`src/rtl/ysyx_25040111_pkg.sv`:
```
// Shared definitions for the fetch-stage PC generator.
package ysyx_25040111_pkg;

    // Redirect target select.
    typedef enum logic [1:0] {
        REDIR_BR   = 2'b00,
        REDIR_JALR = 2'b01,
        REDIR_MRET = 2'b10,
        REDIR_TRAP = 2'b11
    } redir_mode_e;

`ifdef RUNSOC
    localparam logic [31:0] PC_RESET = 32'h3000_0000;
`else
    localparam logic [31:0] PC_RESET = 32'h8000_0000;
`endif

endpackage

```
`src/rtl/ysyx_25040111_pcq.sv`:
```
// Synchronous FIFO of speculative fetch entries with single-cycle flush.
module ysyx_25040111_pcq #(
    parameter int unsigned WIDTH = 33,
    parameter int unsigned DEPTH = 4
) (
    input  logic                   clk,
    input  logic                   reset,
    input  logic                   push,
    input  logic                   pop,
    input  logic                   flush,
    input  logic [WIDTH-1:0]       din,
    output logic [WIDTH-1:0]       dout,
    output logic                   full,
    output logic                   empty,
    output logic [$clog2(DEPTH):0] count
);

    localparam int unsigned PW = $clog2(DEPTH);
    localparam int unsigned CW = PW + 1;
    localparam logic [CW-1:0] FULL_CNT = CW'(DEPTH);

    logic [WIDTH-1:0] mem_q [DEPTH];
    logic [PW-1:0]    head_q, head_d;
    logic [PW-1:0]    tail_q, tail_d;
    logic [CW-1:0]    count_q, count_d;
    logic             do_push, do_pop;

    // Handshake qualification and pointer/count next state.
    always_comb begin
        full    = (count_q == FULL_CNT);
        empty   = (count_q == '0);
        do_pop  = pop & ~empty;
        // A full queue may still accept when its head leaves this cycle.
        do_push = push & (~full | do_pop) & ~flush;
        head_d  = head_q + PW'(do_pop);
        tail_d  = tail_q + PW'(do_push);
        count_d = count_q + CW'(do_push) - CW'(do_pop);
        if (flush) begin
            head_d  = '0;
            tail_d  = '0;
            count_d = '0;
        end
    end

    // Storage and pointers; storage is cleared so the head reads zero out of reset.
    always_ff @(posedge clk or negedge reset) begin
        if (!reset) begin
            for (int i = 0; i < int'(DEPTH); i++) begin
                mem_q[i] <= '0;
            end
            head_q  <= '0;
            tail_q  <= '0;
            count_q <= '0;
        end else begin
            if (do_push) begin
                mem_q[tail_q] <= din;
            end
            head_q  <= head_d;
            tail_q  <= tail_d;
            count_q <= count_d;
        end
    end

    assign dout  = mem_q[head_q];
    assign count = count_q;

endmodule

```
`src/rtl/ysyx_25040111_pcgen.sv`:
```
// Fetch PC generator: sequential prefetch queue with epoch-tagged redirects.
module ysyx_25040111_pcgen
    import ysyx_25040111_pkg::*;
#(
    parameter int unsigned    XLEN     = 32,
    parameter logic [XLEN-1:0] RESET_PC = XLEN'(PC_RESET),
    parameter int unsigned    DEPTH    = 4
) (
    input  logic                   clk,
    input  logic                   reset,
    input  logic                   redir_valid,
    input  logic [1:0]             redir_mode,
    input  logic [XLEN-1:0]        redir_pc,
    input  logic [XLEN-1:0]        redir_rs1,
    input  logic [XLEN-1:0]        redir_imm,
    input  logic [XLEN-1:0]        mret_addr,
    input  logic [XLEN-1:0]        trap_vec,
    output logic                   out_valid,
    input  logic                   out_ready,
    output logic [XLEN-1:0]        out_pc,
    output logic                   out_epoch,
    output logic [$clog2(DEPTH):0] occupancy
);

    logic [XLEN-1:0] npc_q, npc_d;
    logic            epoch_q, epoch_d;
    logic [XLEN-1:0] target;
    logic            q_push, q_pop, q_full, q_empty;
    logic [XLEN:0]   q_dout;

    // Redirect target select; only jalr forces halfword alignment.
    always_comb begin
        target = redir_pc + redir_imm;
        unique case (redir_mode)
            REDIR_BR:   target = redir_pc + redir_imm;
            REDIR_JALR: target = (redir_rs1 + redir_imm) & ~XLEN'(1);
            REDIR_MRET: target = mret_addr;
            REDIR_TRAP: target = trap_vec;
        endcase
    end

    // Push/pop control and next npc/epoch; redirect overrides sequential advance.
    always_comb begin
        q_pop   = ~q_empty & out_ready;
        q_push  = ~redir_valid & (~q_full | q_pop);
        npc_d   = npc_q;
        epoch_d = epoch_q;
        if (redir_valid) begin
            npc_d   = target;
            epoch_d = ~epoch_q;
        end else if (q_push) begin
            npc_d = npc_q + XLEN'(4);
        end
    end

    // Next-fetch pointer and current epoch.
    always_ff @(posedge clk or negedge reset) begin
        if (!reset) begin
            npc_q   <= RESET_PC;
            epoch_q <= 1'b0;
        end else begin
            npc_q   <= npc_d;
            epoch_q <= epoch_d;
        end
    end

    ysyx_25040111_pcq #(
        .WIDTH (XLEN + 1),
        .DEPTH (DEPTH)
    ) u_pcq (
        .clk   (clk),
        .reset (reset),
        .push  (q_push),
        .pop   (q_pop),
        .flush (redir_valid),
        .din   ({epoch_q, npc_q}),
        .dout  (q_dout),
        .full  (q_full),
        .empty (q_empty),
        .count (occupancy)
    );

    assign out_valid = ~q_empty;
    assign out_pc    = q_dout[XLEN-1:0];
    assign out_epoch = q_dout[XLEN];

endmodule
```
`config.mk`:
```
export PLATFORM = sky130hd
export DESIGN_NAME = ysyx_25040111_pcgen
export DESIGN_NICKNAME = d
export VERILOG_FILES = /design/src/rtl/ysyx_25040111_pkg.sv /design/src/rtl/ysyx_25040111_pcq.sv /design/src/rtl/ysyx_25040111_pcgen.sv
export SDC_FILE = /design/constraint.sdc
export NUM_CORES = 1
export LEC_CHECK = 0
export ABC_AREA = 1
export CORE_ASPECT_RATIO = 0.5
export CORE_MARGIN = 2
export CORE_UTILIZATION = 50
export CTS_CLUSTER_DIAMETER = 30
export DETAILED_ROUTE_END_ITERATION = 10
export GPL_TIMING_DRIVEN = 0
export PLACE_DENSITY = 0.76
export SYNTH_ARGS = -nofsm -noshare
export SYNTH_HDL_FRONTEND = slang
export SYNTH_SLANG_ARGS = --single-unit
```
`constraint.sdc`:
```
create_clock -name clk -period 2.33 [get_ports clk]
set_clock_uncertainty 0.15 [all_clocks]
set_input_delay 0.233 -clock clk [delete_from_list [all_inputs] [get_ports clk]]
set_output_delay 0.233 -clock clk [all_outputs]
set_load 0.005 [all_outputs]
```
* Word level (Yosys, flattened, before mapping)
Cells that the tools add are included.
** Word-level totals
- Bits in registers :: 172
- Bits in latches :: 0
- Bits in writable memories :: 0
- Bits in read-only memories :: 0
- Input bits :: 166
- Output and inout bits :: 37
- Logic and storage cells :: 52
- Memories kept :: 0
** Operators by class
- Add/sub/neg operators :: 7
- $mul :: 0
- Divide/modulo/power cells :: 0
- Order comparisons :: 3
- Eq/ne operators :: 4
- Shift-type cells :: 0
- Multiplexer cells :: 12
- Bitwise operators :: 13
- Reduce and logical (&&, ||, !) cells :: 4
** Operator list (number)
- $bwmux W132 :: 1
- $pmux W32 S4 :: 1
- $mux W33 :: 3
- $bmux W33 S2 :: 1
- $demux W33 S2 :: 1
- $add A32 B32 Y32 :: 2
- $mux W32 :: 2
- $add A32 B3 Y32 const B :: 1
- $ge A3 B3 Y1 const B :: 2
- $not A2 Y3 :: 2
- $and A1 B1 Y1 :: 5
- $add A2 B1 Y2 :: 2
- $eq A2 B2 Y1 const B :: 2
- $mux W2 :: 2
- $not A1 Y1 :: 4
- $add A3 B1 Y3 :: 1
- $eq A3 B3 Y1 const B :: 1
- $logic_not A3 Y1 :: 1
- $lt A3 B1 Y1 const B :: 1
- $mux W3 :: 1
- $sub A3 B1 Y3 :: 1
- $eq A2 B1 Y1 const B :: 1
- $logic_not A2 Y1 :: 1
- $or A1 B1 Y1 :: 2
- 2 further kinds :: 2

* Longest topological paths before layout
- Depth in word-level cells :: 10
- Depth in mapped cells :: 16
- Depth with buffers taken out :: 16

* By module
A second synthesis with hierarchy kept.
** Unflattened totals
- Cell total of the unflattened synthesis :: 2122
- Area, all modules :: 13850.8 µm²
** By module, submodules not included
- ysyx_25040111_pcgen :: times used 1, cells an instance 1300, area each 7065.5 µm², seq. area each 827.0 µm²
- ysyx_25040111_pcq :: times used 1, cells an instance 822, area each 6785.3 µm², seq. area each 3478.3 µm²

* Worst setup path before layout
Ideal clock, no wire load.
- Path kind :: flip-flop to flip-flop
- From :: register u_pcq.count_q[1] (netlist: u_pcq.count[1])
- To :: register u_pcq.count_q[2] (netlist: u_pcq.count[2])
- Setup time :: 124 ps
- Arrival time :: 1747 ps
- Data required time :: 2056 ps
- Path slack :: 308 ps
- Stages on the path, launching flop included :: 10
- Path buffers :: 0
- Clock period less this slack :: 2022 ps
- Cell sequence :: dfrtp_1 nor2_1 a21boi_0 ha_1 inv_1 ha_1 inv_1 fa_1 o21ai_0 a21oi_1
** On the way
- Cells in the longest elaborated chain, start to end :: 10
- Elaborated cells on any way between the ends :: 14
- Classes of those cells :: add/sub: 2; eq/ne: 1; mux: 1; bitwise: 9; reduce/logical: 1
** Ends and longest elaborated chain
- start: declaration :: RTL line ysyx_25040111_pcq.sv:25 : logic [CW-1:0] count_q, count_d;
- start signal: assignment :: RTL line ysyx_25040111_pcq.sv:60 : count_q <= count_d;
- $logic_not A3 Y1 :: RTL line ysyx_25040111_pcq.sv:31 : empty = (count_q == '0);
- $not A1 Y1 :: RTL line ysyx_25040111_pcq.sv:32, ysyx_25040111_pcgen.sv:44
- $and A1 B1 Y1 :: RTL line ysyx_25040111_pcgen.sv:44 : q_pop = ~q_empty & out_ready;
- $or A1 B1 Y1 / $and A1 B1 Y1 (equally long branches) :: RTL line ysyx_25040111_pcgen.sv:45, ysyx_25040111_pcq.sv:32
- $and A1 B1 Y1 / $or A1 B1 Y1 (equally long branches) :: RTL line ysyx_25040111_pcgen.sv:45, ysyx_25040111_pcq.sv:34
- $and A1 B1 Y1 (2 in a row) :: RTL line ysyx_25040111_pcq.sv:34 : do_push = push & (~full | do_pop) & ~flush;
- $add A3 B1 Y3 :: RTL line ysyx_25040111_pcq.sv:37 : count_d = count_q + CW'(do_push) - CW'(do_pop);
- $sub A3 B1 Y3 * :: RTL line ysyx_25040111_pcq.sv:37
- $mux W3 * :: RTL line ysyx_25040111_pcq.sv:38 : if (flush) begin
- named net u_pcq.count_d[2] :: RTL line ysyx_25040111_pcq.sv:25
The timed path passes the listed nets; every way through them passes the cells marked *.
A chain may end at the register's enable or synchronous reset.

* Worst setup path in the final report
- From :: register u_pcq.head_q[0]
- To :: output out_pc[15]
** On the way
- Cells in the longest elaborated chain, start to end :: 4
** Ends and longest elaborated chain
- start: declaration :: RTL line ysyx_25040111_pcq.sv:23 : logic [PW-1:0] head_q, head_d;
- start signal: assignment :: RTL line ysyx_25040111_pcq.sv:51 : head_q <= '0;
- start signal: assignment :: RTL line ysyx_25040111_pcq.sv:58 : head_q <= head_d;
- $not A2 Y3 (implied by the code) :: RTL line ysyx_25040111_pcq.sv:64 : assign dout = mem_q[head_q];
- $bmux W33 S2 :: RTL line ysyx_25040111_pcq.sv:64
- $mux W33 (implied by the code) (2 in a row) :: RTL line ysyx_25040111_pcq.sv:64
- end: declaration :: RTL line ysyx_25040111_pcgen.sv:20 : output logic [XLEN-1:0] out_pc,
No other way between the ends. The select of a mux whose other input is x is not followed.

==> results.txt <==
Width of the die -> 236 um
EDFF count, synth -> 0
Ranking of synthesized cells by area -> sky130_fd_sc_hd__dfrtp_1 32%, sky130_fd_sc_hd__nand2_1 19%, sky130_fd_sc_hd__o21ai_0 8.5%
Number of max-slew violations in the final report -> 0
Count of unresolved DRC violations after routing -> 0
Dpl hpwl -> 35900 um
Post-route design area -> 0.0171 mm^2
Synth Area per Inst -> 6.35 um^2
Die height -> 120 um
Count of TritonRoute iterations in the first routing pass -> 6
Tot Pwr -> 13.6 mW
Dominant synthesized flop cell -> sky130_fd_sc_hd__dfrtp_1
Data arrival, critical path -> 1970 ps
Count of pins on the block boundary -> 203
Total via count in the routed design -> 15000
Yosys Warn Count -> 0
Aggregate routed wire length -> 46700 um
CTS clk-pin slew, worst paths -> 70 ps
Antenna viol nets, final -> 0
Mean routed wirelength per cell -> 17.2 um
Vias in the first global route -> 13900
Minimum clock period -> 2350 ps
Post-route core utilization -> 64.8%
Number of buffers added on ports -> 201
Root Buffer Master -> sky130_fd_sc_hd__clkbuf_16
Unrepaired setup endpoints after global routing -> yes
Max Fclk -> 425 MHz
Violations in the final reports -> setup timing
Synthesized netlist cell count -> 2117
Number of endpoints failing setup at the final stage -> 2
Worst Max-Slew Pin Slew -> 687 ps
Final Worst Setup Slack -> -20.7 ps
Layout cell share with drive strength beyond 1 -> 8.67%
TritonCTS clock tree -> yes
Flip-flop and latch area -> 0.00431 mm^2
Number of hold violations in the final report -> 0
Run status -> finished, violations left
Initial Util -> 50.9%
Skew-Pair Late Insertion Delay -> 440 ps
P&R area growth vs syn -> 27.3%
Clock sink count -> 172
Critical setup path kind -> register to primary output
TritonCTS Buffers -> 17
Filler cell count -> 2463
PwrDens -> 795 mW/mm^2
First DRT Iteration DRCs -> 1431
Worst path required time -> 1950 ps
Area of the multi-input gates -> 0.00818 mm^2
Total grt overflow -> 0
Number of placement rows -> 42
Number of nets in the finished design -> 2587
Floorplan Core Area -> 0.0264 mm^2
Area enclosed by the die boundary -> 0.0283 mm^2
Final RePlAce weighted congestion -> 0.960
Total leakage power -> 8.76 nW
Largest area contributor in the synthesized netlist -> sky130_fd_sc_hd__dfrtp_1
Kind of launch point of the worst setup path -> register
Worst slew margin relative to its limit -> 54.2%
Kind of path behind the tightest hold check -> input port to async pin
Endpoint class of the critical path -> primary output
Yosys top cell area share -> 31.8%
Synth cell types -> 45
Initial antenna violation count -> 2
Placed standard-cell area -> 0.0159 mm^2
Fin crit share -> 101%
Max Root-Sink Buffers -> 2
Number of synthesized register bits -> 172
Detail-routed via count per cell -> 5.52
Fraction of registers with async set/reset -> 100%
Critical Path Fanout Max -> 10
Total routing usage reported by global routing -> 33.0%
Pin count of the biggest net entering global routing -> 89
Total number of H-tree levels -> 4
Summed instance area of the synthesized netlist -> 0.0135 mm^2
Peak supply drop -> 0.608 mV
Sum of negative setup slack -> -40.0 ps
Total of max-cap violations -> 0
Synth Net Count -> 2352
Share of synthesized area occupied by flip-flops and latches -> 32.0%
Global-route wire length before repair -> 73200 um
==> layout make-up <==
type                    count  area share, %
inverters                 303           6.64
multi-input cells        1572           47.8
diodes                      1         0.0146
clock inverters            12          0.555
flip-flops and latches    172           25.1
plain buffers              69           2.39
well taps                 352           2.57
clock buffers              19           2.53
repair buffers            217           12.4
==> cell families after synthesis <==
family	Yosys count	share of synthesized area, %
AO/OA/AOI/OAI	391	16.0
XOR/XNOR	17	1.11
adder cells (fa/ha/maj)	69	6.58
buffers and inverters	373	10.6
flip-flops	172	32.0
AND/OR/NAND/NOR	1095	33.7
==> worst max-delay path, cell delays in order (launching register included) <==
cell,delay (ps)
sky130_fd_sc_hd__dfrtp_1,420
sky130_fd_sc_hd__inv_2,70
sky130_fd_sc_hd__clkbuf_8,160
sky130_fd_sc_hd__buf_4,140
sky130_fd_sc_hd__clkbuf_8,160
sky130_fd_sc_hd__o21ai_0,210
sky130_fd_sc_hd__o22ai_2,140
sky130_fd_sc_hd__clkdlybuf4s15_2,230
==> per-stage QoR <==
step | cells | setup slack [ps] | hold slack, ps
2_1_floorplan | 2117 | 308 | -213
3_3_place_gp | 2670 | -6140 | 310
3_5_place_dp | 2671 | -531 | 128
4_1_cts | 2712 | 1.07 | 205
5_1_grt | 2717 | -69.4 | 253
6_report | 2717 | -20.7 | 215
==> flip-flops by register name, summed over array words and instances, names as in the netlist <==
signal,count
u_pcq.mem_q,132
u_pcq.tail_q,2
epoch_q,1
u_pcq.count,3
npc_q,32
u_pcq.head_q,2
==> path summary, 6_finish.rpt <==
path	cells after the start	end	start	slack [ps]
max	7	out_pc[15]	u_pcq.head_q[0]	-20
min	2	u_pcq.mem_q[69]	reset	210
max reg2reg	10	u_pcq.mem_q[122]	u_pcq.count[0]	100
min reg2reg	2	u_pcq.mem_q[69]	u_pcq.mem_q[69]	330
max in group asynchronous	3	npc_q[31]	reset	940
min in group clk	4	npc_q[19]	redir_valid	240
==> Yosys cell counts, types with 2 or more instances <==
library cell / n
sky130_fd_sc_hd__clkbuf_1: 51
sky130_fd_sc_hd__nand2_1: 697
sky130_fd_sc_hd__inv_2: 3
sky130_fd_sc_hd__o22ai_1: 35
sky130_fd_sc_hd__nor3_1: 14
sky130_fd_sc_hd__xnor2_1: 2
sky130_fd_sc_hd__inv_1: 300
sky130_fd_sc_hd__nand3b_1: 10
sky130_fd_sc_hd__a31oi_1: 3
sky130_fd_sc_hd__ha_1: 66
sky130_fd_sc_hd__nor2_1: 197
sky130_fd_sc_hd__a221oi_1: 9
sky130_fd_sc_hd__dfrtp_1: 171
sky130_fd_sc_hd__nor2_4: 5
sky130_fd_sc_hd__nand4_1: 26
sky130_fd_sc_hd__nor4_1: 3
sky130_fd_sc_hd__xor2_1: 15
sky130_fd_sc_hd__buf_1: 5
sky130_fd_sc_hd__o21a_1: 2
sky130_fd_sc_hd__o21ai_0: 229
sky130_fd_sc_hd__or2_2: 9
sky130_fd_sc_hd__o31ai_1: 2
sky130_fd_sc_hd__a22o_1: 13
sky130_fd_sc_hd__a21o_1: 3
sky130_fd_sc_hd__o211ai_1: 6
sky130_fd_sc_hd__a21oi_1: 76
sky130_fd_sc_hd__nand2_2: 4
sky130_fd_sc_hd__nand3_1: 120
sky130_fd_sc_hd__fa_1: 3
sky130_fd_sc_hd__nor2_2: 3
sky130_fd_sc_hd__buf_2: 13
sky130_fd_sc_hd__o21bai_1: 9
==> metal layers <==
| layer | wire (um) | track usage, % | up-vias | share of wire, % |
|---|---|---|---|---|
| li1 | - | - | 7277 | - |
| met1 | 20600 | 45.9 | 7048 | 44 |
| met2 | 21400 | 54.0 | 580 | 46 |
| met3 | 3580 | 3.80 | 81 | 7.7 |
| met4 | 1060 | 10.8 | 2 | 2.3 |
| met5 | 13 | 0 | - | 0.028 |
==> report_power, final <==
group          switching, mW  internal, mW  total, mW
sequential             0.738          4.17       4.91
combinational           3.53          2.59       6.12
clock                   1.22          1.37       2.59
==> cells in the final DEF, fill, tap and decap left out, types with 24 or more instances in the layout <==
master,instances
sky130_fd_sc_hd__nor2_1,184
sky130_fd_sc_hd__clkdlybuf4s50_1,160
sky130_fd_sc_hd__dfrtp_1,169
sky130_fd_sc_hd__clkbuf_1,30
sky130_fd_sc_hd__nand4_1,26
sky130_fd_sc_hd__inv_1,297
sky130_fd_sc_hd__o22ai_1,24
sky130_fd_sc_hd__dlygate4sd2_1,24
sky130_fd_sc_hd__nand2_1,685
sky130_fd_sc_hd__o21ai_0,217
sky130_fd_sc_hd__a21oi_1,73
sky130_fd_sc_hd__nand3_1,112
sky130_fd_sc_hd__ha_1,38
==> what timing repair did <==
action,in CTS,in global routing
buffers inserted,9,5
pin swaps,5,4
endpoints found under the setup margin,49,79
hold buffers,1,0
hold endpoints to repair,84,0
gates resized for setup,96,113
(Power assumes the default switching activity.)
